===== config.mk =====
export PLATFORM = sky130hd
export DESIGN_NAME = seq_shift_add_mult_flat
export DESIGN_NICKNAME = d
export VERILOG_FILES = /design/src/rtl/seq_shift_add_mult_if.sv /design/src/rtl/seq_shift_add_mult.sv /design/src/flat_wrapper.sv
export SDC_FILE = /design/constraint.sdc
export NUM_CORES = 1
export LEC_CHECK = 0
export ABC_AREA = 1
export CORE_ASPECT_RATIO = 2
export CORE_MARGIN = 2
export CORE_UTILIZATION = 50
export CTS_BUF_LIST = sky130_fd_sc_hd__clkbuf_4 sky130_fd_sc_hd__clkbuf_8
export DETAILED_ROUTE_END_ITERATION = 10
export PLACE_DENSITY_LB_ADDON = 0.05
export SLEW_MARGIN = 10
export SYNTH_ARGS = -nofsm -noshare
export SYNTH_HDL_FRONTEND = slang
export SYNTH_SLANG_ARGS = --single-unit

===== constraint.sdc =====
create_clock -name clk -period 3.1 [get_ports clk]
set_input_delay 0.93 -clock clk [delete_from_list [all_inputs] [get_ports clk]]
set_output_delay 0.93 -clock clk [all_outputs]
set_load 0.005 [all_outputs]

===== src/rtl/seq_shift_add_mult_if.sv =====
// Operand/product handshake bundle for seq_shift_add_mult.
// signed_op exists only when SEQMUL_SIGNED_EN is defined.
interface seq_shift_add_mult_if #(
    parameter int unsigned WIDTH = 16
);
    logic               in_valid;
    logic               in_ready;
    logic [WIDTH-1:0]   multiplicand;
    logic [WIDTH-1:0]   multiplier;
    logic               out_valid;
    logic               out_ready;
    logic [2*WIDTH-1:0] product;
    logic               busy;
`ifdef SEQMUL_SIGNED_EN
    logic               signed_op;
`endif

    modport master (
        output in_valid, multiplicand, multiplier, out_ready,
        input  in_ready, out_valid, product, busy
`ifdef SEQMUL_SIGNED_EN
        , output signed_op
`endif
    );

    modport slave (
        input  in_valid, multiplicand, multiplier, out_ready,
        output in_ready, out_valid, product, busy
`ifdef SEQMUL_SIGNED_EN
        , input signed_op
`endif
    );
endinterface


===== src/rtl/seq_shift_add_mult.sv =====
// Radix-2 sequential shift-add multiplier, one add/shift step per cycle.
// Optional two's-complement mode enabled by defining SEQMUL_SIGNED_EN.
module seq_shift_add_mult #(
    parameter int unsigned WIDTH = 16
) (
    input  logic                 clk,
    input  logic                 reset,
    seq_shift_add_mult_if.slave  bus
);
    localparam int unsigned CNT_W = $clog2(WIDTH + 1);
    localparam int unsigned PW    = 2 * WIDTH;

    typedef enum logic [1:0] {ST_IDLE, ST_CALC, ST_DONE} state_t;

    state_t           state_q;
    logic [WIDTH-1:0] mcand_q;
    logic [WIDTH-1:0] mplr_q;
    logic [WIDTH:0]   acc_q;
    logic [CNT_W-1:0] cnt_q;
    logic [PW-1:0]    product_q;
`ifdef SEQMUL_SIGNED_EN
    logic             neg_q;
`endif

    logic [WIDTH-1:0] a_mag_c;
    logic [WIDTH-1:0] b_mag_c;
    logic             neg_c;
    logic [WIDTH:0]   sum_c;
    logic [PW-1:0]    raw_c;
    logic [PW-1:0]    result_c;

    // Operand conditioning at accept, step adder, and the final-step product.
    // acc MSB is zero after every shift, so adding the full acc equals adding its low WIDTH bits.
    always_comb begin
        a_mag_c  = bus.multiplicand;
        b_mag_c  = bus.multiplier;
        neg_c    = 1'b0;
`ifdef SEQMUL_SIGNED_EN
        if (bus.signed_op) begin
            if (bus.multiplicand[WIDTH-1]) a_mag_c = ~bus.multiplicand + WIDTH'(1);
            if (bus.multiplier[WIDTH-1])   b_mag_c = ~bus.multiplier + WIDTH'(1);
            neg_c = bus.multiplicand[WIDTH-1] ^ bus.multiplier[WIDTH-1];
        end
`endif
        sum_c    = acc_q + (mplr_q[0] ? {1'b0, mcand_q} : '0);
        raw_c    = {sum_c, mplr_q[WIDTH-1:1]};
        result_c = raw_c;
`ifdef SEQMUL_SIGNED_EN
        if (neg_q) result_c = ~raw_c + PW'(1);
`endif
    end

    // Controller and datapath in one registered process.
    always_ff @(posedge clk or posedge reset) begin
        if (reset) begin
            state_q   <= ST_IDLE;
            mcand_q   <= '0;
            mplr_q    <= '0;
            acc_q     <= '0;
            cnt_q     <= '0;
            product_q <= '0;
`ifdef SEQMUL_SIGNED_EN
            neg_q     <= 1'b0;
`endif
        end else begin
            case (state_q)
                ST_IDLE: begin
                    if (bus.in_valid) begin
                        mcand_q <= a_mag_c;
                        mplr_q  <= b_mag_c;
                        acc_q   <= '0;
                        cnt_q   <= '0;
`ifdef SEQMUL_SIGNED_EN
                        neg_q   <= neg_c;
`endif
                        state_q <= ST_CALC;
                    end
                end
                ST_CALC: begin
                    acc_q  <= {1'b0, sum_c[WIDTH:1]};
                    mplr_q <= {sum_c[0], mplr_q[WIDTH-1:1]};
                    cnt_q  <= cnt_q + CNT_W'(1);
                    if (cnt_q == CNT_W'(WIDTH - 1)) begin
                        product_q <= result_c;
                        state_q   <= ST_DONE;
                    end
                end
                ST_DONE: begin
                    if (bus.out_ready) state_q <= ST_IDLE;
                end
                default: state_q <= ST_IDLE;
            endcase
        end
    end

    // Status decodes straight from the state register.
    assign bus.in_ready  = (state_q == ST_IDLE);
    assign bus.out_valid = (state_q == ST_DONE);
    assign bus.busy      = (state_q != ST_IDLE);
    assign bus.product   = product_q;

`ifndef SEQMUL_SIGNED_EN
    logic unused_c;
    assign unused_c = neg_c;
`endif
endmodule


===== src/flat_wrapper.sv =====
// flat-port wrapper written by rule: the top's interface ports become plain ports
module seq_shift_add_mult_flat 
#(
    parameter int unsigned WIDTH = 16
)
  (clk, reset, bus_in_valid, bus_multiplicand, bus_multiplier, bus_out_ready, bus_in_ready, bus_out_valid, bus_product, bus_busy);
  seq_shift_add_mult_if #(.WIDTH(WIDTH)) bus_i ();
  input  logic clk;
  input  logic reset;
  input wire logic [$bits(bus_i.in_valid)-1:0] bus_in_valid;
  input wire logic [$bits(bus_i.multiplicand)-1:0] bus_multiplicand;
  input wire logic [$bits(bus_i.multiplier)-1:0] bus_multiplier;
  input wire logic [$bits(bus_i.out_ready)-1:0] bus_out_ready;
  output wire logic [$bits(bus_i.in_ready)-1:0] bus_in_ready;
  output wire logic [$bits(bus_i.out_valid)-1:0] bus_out_valid;
  output wire logic [$bits(bus_i.product)-1:0] bus_product;
  output wire logic [$bits(bus_i.busy)-1:0] bus_busy;
  assign bus_i.in_valid = bus_in_valid;
  assign bus_i.multiplicand = bus_multiplicand;
  assign bus_i.multiplier = bus_multiplier;
  assign bus_i.out_ready = bus_out_ready;
  assign bus_in_ready = bus_i.in_ready;
  assign bus_out_valid = bus_i.out_valid;
  assign bus_product = bus_i.product;
  assign bus_busy = bus_i.busy;
  seq_shift_add_mult #(.WIDTH(WIDTH)) u_core (.clk(clk), .reset(reset), .bus(bus_i));
endmodule

==> results of run 1 <==
==> cell families (layout without fill, tap and decap cells) <==
kind of cell | count (synthesis) | in the layout | share of synthesized area (%)
xor gates and xnor gates | 5 | 5 | 0.966
AOI/OAI and AO/OA | 63 | 63 | 8.42
DFF | 87 | 87 | 48.0
buffers and inverters | 100 | 173 | 9.47
and+or+nand+nor | 303 | 303 | 27.7
adders and majority gates | 19 | 19 | 5.41
==> registers in the layout (all words and copies together) (netlist names) <==
name and flops:
u_core.mplr_q 16, u_core.cnt_q 5, u_core.bus.product 32, u_core.state_q 2
u_core.mcand_q 16, u_core.acc_q 16
==> worst min path at each step <==
stage                                    end  slack, ps
final                     u_core.mcand_q[14]        490
after global routing      u_core.mcand_q[12]        510
after CTS                 u_core.mcand_q[13]        490
after detailed placement  u_core.mcand_q[13]        470
after global placement     u_core.mcand_q[6]        460
after floorplan            u_core.mcand_q[0]        450
==> stage by stage <==
| step | setup slack [ps] | hold slack (ps) | cells | power (mW) |
|---|---|---|---|---|
| finish | 623 | 488 | 752 | 5.98 |
| global route | 542 | 507 | 752 | 6.51 |
| CTS | 597 | 491 | 752 | 6.02 |
| detailed placement | 627 | 466 | 736 | 5.19 |
| global placement | 685 | 462 | 736 | 5.06 |
| floorplan | 924 | 449 | 577 | 4.17 |
==> cell type report <==
| cell class | instances | area share, % |
|---|---|---|
| clock inverters | 6 | 1.23 |
| repair buffers | 77 | 14.1 |
| multi-input cells | 390 | 34.9 |
| well taps | 102 | 2.31 |
| inverters | 80 | 5.56 |
| flip-flops and latches | 87 | 39.5 |
| clock buffers | 10 | 2.38 |
==> power groups by stage <==
| stage | clock network, mW | registers, mW | logic (mW) |
|---|---|---|---|
| final | 0.830 | 1.97 | 3.18 |
| after global routing | 0.884 | 2.04 | 3.59 |
| after CTS | 0.844 | 1.97 | 3.21 |
| after detailed placement | 0 | 1.99 | 3.20 |
| after global placement | 0 | 1.97 | 3.09 |
| after floorplan | 0 | 1.92 | 2.25 |
==> routing by layer <==
| layer | share of wire (%) | wire, um | global-route usage [%] | vias to the layer above |
|---|---|---|---|---|
| met1 | 39 | 4180 | 25.9 | 1806 |
| met3 | 3.3 | 354 | 4.22 | 15 |
| met4 | 2.0 | 207 | 8.14 | 0 |
| met2 | 55 | 5860 | 41.2 | 75 |
| li1 | - | - | - | 1945 |
| met5 | 0 | 0 | 0 | - |
==> worst max-delay path: stages (launching register included) <==
cell             delay (ps)
dfrtp_1                 470
nor2_4                  180
clkdlybuf4s50_1         520
==> layout by cell type (no fill, tap or decap), drive strengths merged, types with 4 or more instances in the layout <==
cell	n
nor2	16
ha	18
clkbuf	10
clkdlybuf4s50	70
nand2	233
nand3b	4
buf	7
nor3	14
or2	5
o211ai	6
nand3	29
inv	81
a21oi	9
o21ai	34
a221oi	9
dfrtp	87
==> metrics, run 1 <==
Layout fillers=829; Die Wd=71.3 um; r2r setup slk=740 ps; Achievable Freq=0.404 GHz; Routed WL=10600 um; io pins=71; total CTS buffers=9; Mapped Cells=577; Hold Startpoint=u_core.mcand_q[14]; Final #Nets=700; Worst Max-Slew Pin Slew=647 ps; vias in the first global route=3753; port bufs=70; Die ar.=9890 sq um; Root Driver=clkbuf_8; Hold Path Stages=2; gr ovfl total=0; fin area=5520 sq um; Hold-fix buffers, CTS=0; DRT Pass-1 Iters=4; CTS tree=yes; Reg-to-Reg End=u_core.acc_q[4]; GP Congestion=0.926; H-tree Lvls=3; ranking of synthesized cells by area=dfrtp_1, nand2_1, inv_1, ha_1, o21ai_0; Clk Latency, worst-skew pair=380 ps; ys flop type=dfrtp_1; Net Sw Power=2.59 mW; Hold Violations, Final=0; Leakage=2.93 nW; initial DRC count=218; Avg Cell Area, Syn=7.86 sq um; top-count cell post-synth=nand2_1; initial core utilization=51.0%; vias per cell=5.11; Worst setup EP type=output pin; crit path to=bus_in_ready; WP data arrival=1550 ps; largest area contributor in the netlist=dfrtp_1; Layout Skew=10.1 ps; DP Area=5320 sq um; Crit Path Max Fanout=4; R2R depth=9; Final HPWL DP=7690 um; Power per Cell Area=1080 nW/um^2; total area of sequential cells=2180 sq um; top cell type's share of synthesized area=48.0%; setup repair after global routing missed its margin=false; Rel. slew slack=56.9%; antenna cells=0; WL/cell=14.1 um; Clock Sinks=87; Clock transition at path regs=90 ps; global-route wire length before repair=17700 um; Seq/Total Area, Yosys=48.0%; pin count of the biggest net entering global routing=88; total track usage=22.7%; syn_nets=632; routed via count=3841; max cap viols=0; Sw Share=43.3%; Util after Layout=62.0%; core footprint=8890 sq um; CP required=2170 ps; Rows=49; status=complete, no violations; P&R area growth vs syn=21.7%; Final period util=79.9%; Synth warnings=0; crit path launch type=flip-flop; share of layout cells above drive strength 1=6.00%; CTS max path bufs=2; Post-synth EDFFs=0; multi-input logic area=1930 sq um; Peak supply drop=618 uV; Final ANT Viol Nets=0; worst r2r src=u_core.mplr_q[0]; Gate power share=53.2%; Post-CTS Setup Inserts=0; Period minus WS final=2480 ps; final-report setup violation count=0; worst setup path class=flip-flop to output pin; Sequential Power Share=32.9%; FF+latch count, synth=87; Clk network pwr share=13.9%; Slew Limit Fails=0; synth cell count leaders=nand2_1, dfrtp_1, inv_1, o21ai_0, nand3_1; initial antenna violation count=0; CTS resizes=0; worst hold path class=flip-flop to flip-flop; synthesized area=4530 sq um; Die Ht=139 um; Synth async-reset ratio=100%; Pint=3.39 mW; critical path startpoint=u_core.state_q[0]; Remaining DRCs=0; Setup TNS=0 ps; Netlist cell types=33
Note: power is estimated with default switching activity, not from simulation.
==> inputs of run 2 (changes only) <==
clock period = 2.5 ns   (was 3.1 ns; I/O delays follow)
==> metrics, run 2 (synthesized netlist as in run 1, its figures left out) <==
r2r setup slk=290 ps (was 740 ps); Die Wd=71.3 um (unchanged); Hold Slack=485 ps (was 488 ps); worst setup path class=flip-flop to output pin (unchanged); critical path startpoint=u_core.state_q[0] (unchanged); Final #Nets=703 (was 700); global-route wire length before repair=18000 um (was 17700 um); Setup TNS=0 ps (unchanged); commonest cells after routing, fill and taps aside=nand2_1, dfrtp_1, inv_1, clkdlybuf4s50_1, o21ai_0 (unchanged); Peak supply drop=639 uV (was 618 uV); initial antenna violation count=0 (unchanged); antenna cells=0 (unchanged); share of layout cells above drive strength 1=6.44% (was 6.00%); routed via count=3856 (was 3841); Clock transition at path regs=80 ps (was 90 ps); Largest register FFs=32 (unchanged); Reg-to-Reg End=u_core.acc_q[5] (was u_core.acc_q[4]); worst r2r src=u_core.mplr_q[0] (unchanged); CTS max path bufs=2 (unchanged); Period minus WS final=2260 ps; DP Area=5340 sq um (was 5320 sq um); commonest non-fill, non-tap cell in the layout=nand2_1 (unchanged); Hold Violations, Final=0 (unchanged); setup repair after global routing missed its margin=false (unchanged); status=complete, no violations (unchanged); vias per cell=5.11 (about the same); total CTS buffers=9 (unchanged); Clk Latency, worst-skew pair=370 ps (was 380 ps); total track usage=23.2% (was 22.7%); P&R area growth vs syn=21.6% (was 21.7%); CP max stage delay=510 ps (was 520 ps); WP data arrival=1510 ps (was 1550 ps); io pins=71 (unchanged); Hold Path Stages=2 (unchanged); CP cell instances=nor2_4 > clkdlybuf4s50_1 (unchanged); final-report setup violation count=0 (unchanged); Hold-fix buffers, CTS=0 (unchanged); Rows=49 (unchanged); pin count of the biggest net entering global routing=45 (was 88); Final ANT Viol Nets=0 (unchanged); max cap viols=0 (unchanged); initial core utilization=51.0% (unchanged); vias in the first global route=3883 (was 3753); DRT Pass-1 Iters=4 (unchanged); Clock Sinks=87 (unchanged); initial DRC count=242 (was 218); Layout fillers=813 (was 829); CP required=1750 ps (was 2170 ps); Remaining DRCs=0 (unchanged); R2R depth=11 (was 9); Routed WL=10700 um (was 10600 um); Root Driver=clkbuf_8 (unchanged); Final HPWL DP=7900 um (was 7690 um); H-tree Lvls=3 (unchanged); Worst setup EP type=output pin (unchanged); Power per Cell Area=1320 nW/um^2 (was 1080 nW/um^2); Post-CTS Setup Inserts=0 (unchanged); Crit Path Max Fanout=4 (unchanged); GP Congestion=0.945 (was 0.926); slowest CP cell=clkdlybuf4s50_1 (unchanged); Die Ht=139 um (unchanged); gr ovfl total=0 (unchanged); CTS tree=yes (unchanged); Die ar.=9890 sq um (unchanged); Layout Skew=9.36 ps (was 10.1 ps); Rel. slew slack=69.1% (was 56.9%); Achievable Freq=0.443 GHz; Min-Delay Endpoint=u_core.mcand_q[6] (was u_core.mcand_q[14]); fin area=5510 sq um (was 5520 sq um); Final period util=90.4%; Worst Max-Slew Pin Slew=463 ps (was 647 ps); core footprint=8890 sq um (unchanged); port bufs=70 (unchanged); crit path launch type=flip-flop (unchanged); WL/cell=14.2 um (was 14.1 um); worst hold path class=flip-flop to flip-flop (unchanged); Hold Startpoint=u_core.mcand_q[6] (was u_core.mcand_q[14]); Slew Limit Fails=0 (unchanged); Leakage=2.93 nW (about the same)
## run 2: cell count changes in the layout (fill, tap and decap cells not counted), sizes merged
cell and delta:
buf +3, bufinv -1, clkbuf -1, clkinv +1
## run 2: cell type report
cell class              instances  area [sq um]  area share, %
clock buffers                   9           124           2.25
multi-input cells             390          1930           35.0
clock inverters                 6          46.3          0.840
inverters                      80           307           5.56
repair buffers                 80           801           14.5
flip-flops and latches         87          2180           39.5
well taps                     102           128           2.32
## run 2: timing repair
action,4_1_cts,5_1_grt
setup endpoints to repair,0,3
endpoints found under the hold margin,0,0
gates resized for setup,0,1
## run 2: worst max-delay path by stage
stage                        endpoint  slack (ps)  depth (start not counted)
2_1_floorplan         u_core.acc_q[5]         320                         13
3_3_place_gp   u_core.bus.product[21]         220                         11
3_5_place_dp          u_core.acc_q[5]         170                         11
4_1_cts               u_core.acc_q[5]         140                         11
5_1_grt        u_core.bus.product[23]         130                         12
6_report                 bus_in_ready         240                          2
## run 2: metrics by stage
| stage | setup WS (ps) | power [mW] | cells | utilization [%] |
|---|---|---|---|---|
| finish | 241 | 7.27 | 754 | 62.0 |
| global route | 130 | 8.02 | 754 | 62.0 |
| CTS | 143 | 7.34 | 754 | 62.0 |
| detailed placement | 167 | 6.42 | 739 | 60.1 |
| global placement | 216 | 6.31 | 739 | 60.1 |
| floorplan | 324 | 5.17 | 577 | - |
## run 2: critical path, delay by kind of cell, from the launching register on
family	cells	cell delay, ps
DFF	1	460
buffers and inverters	1	510
and+or+nand+nor	1	170
## run 2: report_power, final
part	total, mW	leakage (nW)	switching, mW	internal, mW
Combinational	3.94	1.78	2.27	1.67
Sequential	2.44	1.07	0.371	2.07
Clock	0.894	0.0821	0.532	0.362
Total	7.27	2.93	3.17	4.10
## run 2: layer usage
layer | up-vias | track usage [%] | wire, um
li1 | 1948 | - | -
met1 | 1795 | 26.0 | 4280
met2 | 85 | 41.9 | 5700
met3 | 28 | 4.72 | 368
met4 | 0 | 9.33 | 363
met5 | - | 0 | 0
==> inputs of run 3 (changes only) <==
CAP_MARGIN = 15   (was unset)
REMOVE_ABC_BUFFERS = 1   (was unset)
SKIP_LAST_GASP = 1   (was unset)
==> metrics, run 3 (synthesized netlist as in run 1, its figures left out) <==
Hold Violations, Final=0 (unchanged); port bufs=70 (unchanged); Worst Max-Slew Pin Slew=513 ps (was 463 ps); critical path startpoint=u_core.state_q[0] (unchanged); multi-input logic area=1930 sq um (unchanged); Clk Latency, worst-skew pair=350 ps (was 370 ps); Post-CTS Setup Inserts=0 (unchanged); gr ovfl total=0 (unchanged); initial core utilization=51.0% (unchanged); Layout Skew=9.88 ps (was 9.36 ps); H-tree Lvls=3 (unchanged); crit path launch type=flip-flop (unchanged); Routed WL=11400 um (was 10700 um); Final ANT Viol Nets=0 (unchanged); Root Driver=clkbuf_8 (unchanged); setup repair after global routing missed its margin=false (unchanged); Remaining DRCs=0 (unchanged); Die Wd=71.3 um (unchanged); max cap viols=0 (unchanged); Rel. slew slack=65.8% (was 69.1%); CP max stage delay=520 ps (was 510 ps); Achievable Freq=0.446 GHz (was 0.443 GHz); initial antenna violation count=0 (unchanged); vias in the first global route=4142 (was 3883); Final #Nets=702 (was 703); Hold Startpoint=u_core.bus.product[7] (was u_core.mcand_q[6]); CP required=1750 ps (about the same); commonest cells after routing, fill and taps aside=nand2_1, dfrtp_1, inv_1, clkdlybuf4s50_1, o21ai_0 (unchanged); Crit Path Max Fanout=4 (unchanged); CTS max path bufs=2 (unchanged); Final HPWL DP=8680 um (was 7900 um); Period minus WS final=2240 ps (was 2260 ps); Leakage=2.95 nW (was 2.93 nW); WP buf/inv=1 (unchanged); final-report setup violation count=0 (unchanged); Util after Layout=62.2% (was 62.0%); vias per cell=5.18 (was 5.11); commonest non-fill, non-tap cell in the layout=nand2_1 (unchanged); Power per Cell Area=1350 nW/um^2 (was 1320 nW/um^2); WP data arrival=1490 ps (was 1510 ps); CP cell instances=nor2_4 > clkdlybuf4s50_1 (unchanged); total track usage=25.0% (was 23.2%); total CTS buffers=9 (unchanged); fin area=5530 sq um (was 5510 sq um); share of layout cells above drive strength 1=6.14% (was 6.44%); Setup TNS=0 ps (unchanged); worst setup path class=flip-flop to output pin (unchanged); Peak supply drop=751 uV (was 639 uV); core footprint=8890 sq um (unchanged); DP Area=5330 sq um (was 5340 sq um); initial DRC count=337 (was 242); Clock Sinks=87 (unchanged); Layout fillers=829 (was 813); Slew Limit Fails=0 (unchanged); io pins=71 (unchanged); CTS tree=yes (unchanged); slowest CP cell=clkdlybuf4s50_1 (unchanged); Die ar.=9890 sq um (unchanged); DRT Pass-1 Iters=4 (unchanged); P&R area growth vs syn=22.0% (was 21.6%); WL/cell=15.1 um (was 14.2 um); Pwr Total=7.49 mW (was 7.27 mW); Hold-fix buffers, CTS=0 (unchanged); worst hold path class=flip-flop to flip-flop (unchanged); worst r2r src=u_core.mplr_q[0] (unchanged); status=complete, no violations (unchanged); antenna cells=0 (unchanged); critical path's top delay family=buffers and inverters (unchanged); Worst setup EP type=output pin (unchanged); global-route wire length before repair=19300 um (was 18000 um); Largest register FFs=32 (unchanged); total area of sequential cells=2180 sq um (about the same); GP Congestion=0.955 (was 0.945); Die Ht=139 um (unchanged); Clock transition at path regs=80 ps (about the same); CTS resizes=0 (unchanged); routed via count=3904 (was 3856); Final period util=89.8% (was 90.4%); pin count of the biggest net entering global routing=47 (was 45); Rows=49 (unchanged)
run 3: final cells by class:
type / instances / share of cell area [%]
Tap cell: 102 / 2.31
Inverter: 80 / 5.50
Timing Repair Buffer: 79 / 14.3
Sequential cell: 87 / 39.4
Clock buffer: 12 / 2.87
Multi-Input combinational cell: 390 / 34.8
Clock inverter: 3 / 0.769
run 3: metrics by stage:
stage / hold slack, ps / cells / setup WS (ps)
after floorplan: 449 / 557 / -500
after global placement: 464 / 738 / 321
after detailed placement: 465 / 738 / 270
after CTS: 488 / 753 / 235
after global routing: 509 / 753 / 27.1
final: 488 / 753 / 256
run 3: final timing paths:
kind                                          to  slack [ps]  depth (start not counted)
setup reg to reg                 u_core.acc_q[5]         270                         11
hold / removal             u_core.bus.product[7]         490                          2
setup / recovery                    bus_in_ready         260                          2
min in group asynchronous  u_core.bus.product[7]         670                          2
max in group asynchronous       u_core.acc_q[12]        1230                          3
hold reg to reg            u_core.bus.product[7]         490                          2
run 3: worst register-to-register path: stages, from the launching register on:
cell and delay, ps:
dfrtp_1 550, nand2_1 140, inv_1 50, ha_1 200
fa_1 400, nand2_1 90, nand2_1 80, nand3b_1 90
nand2_1 100, or2_2 300, nand3_1 80, nand2_1 50
run 3: power breakdown:
group / internal (mW) / leakage, nW / switching (mW)
sequential: 2.07 / 1.07 / 0.391
combinational: 1.66 / 1.78 / 2.35
clock: 0.521 / 0.102 / 0.486
total: 4.25 / 2.95 / 3.23
run 3: metal layers:
layer  wire [um]  GRT usage (%)
met1        4250           26.3
met3         320           4.07
met4         397           10.7
met2        6430           47.0
met5           0              0
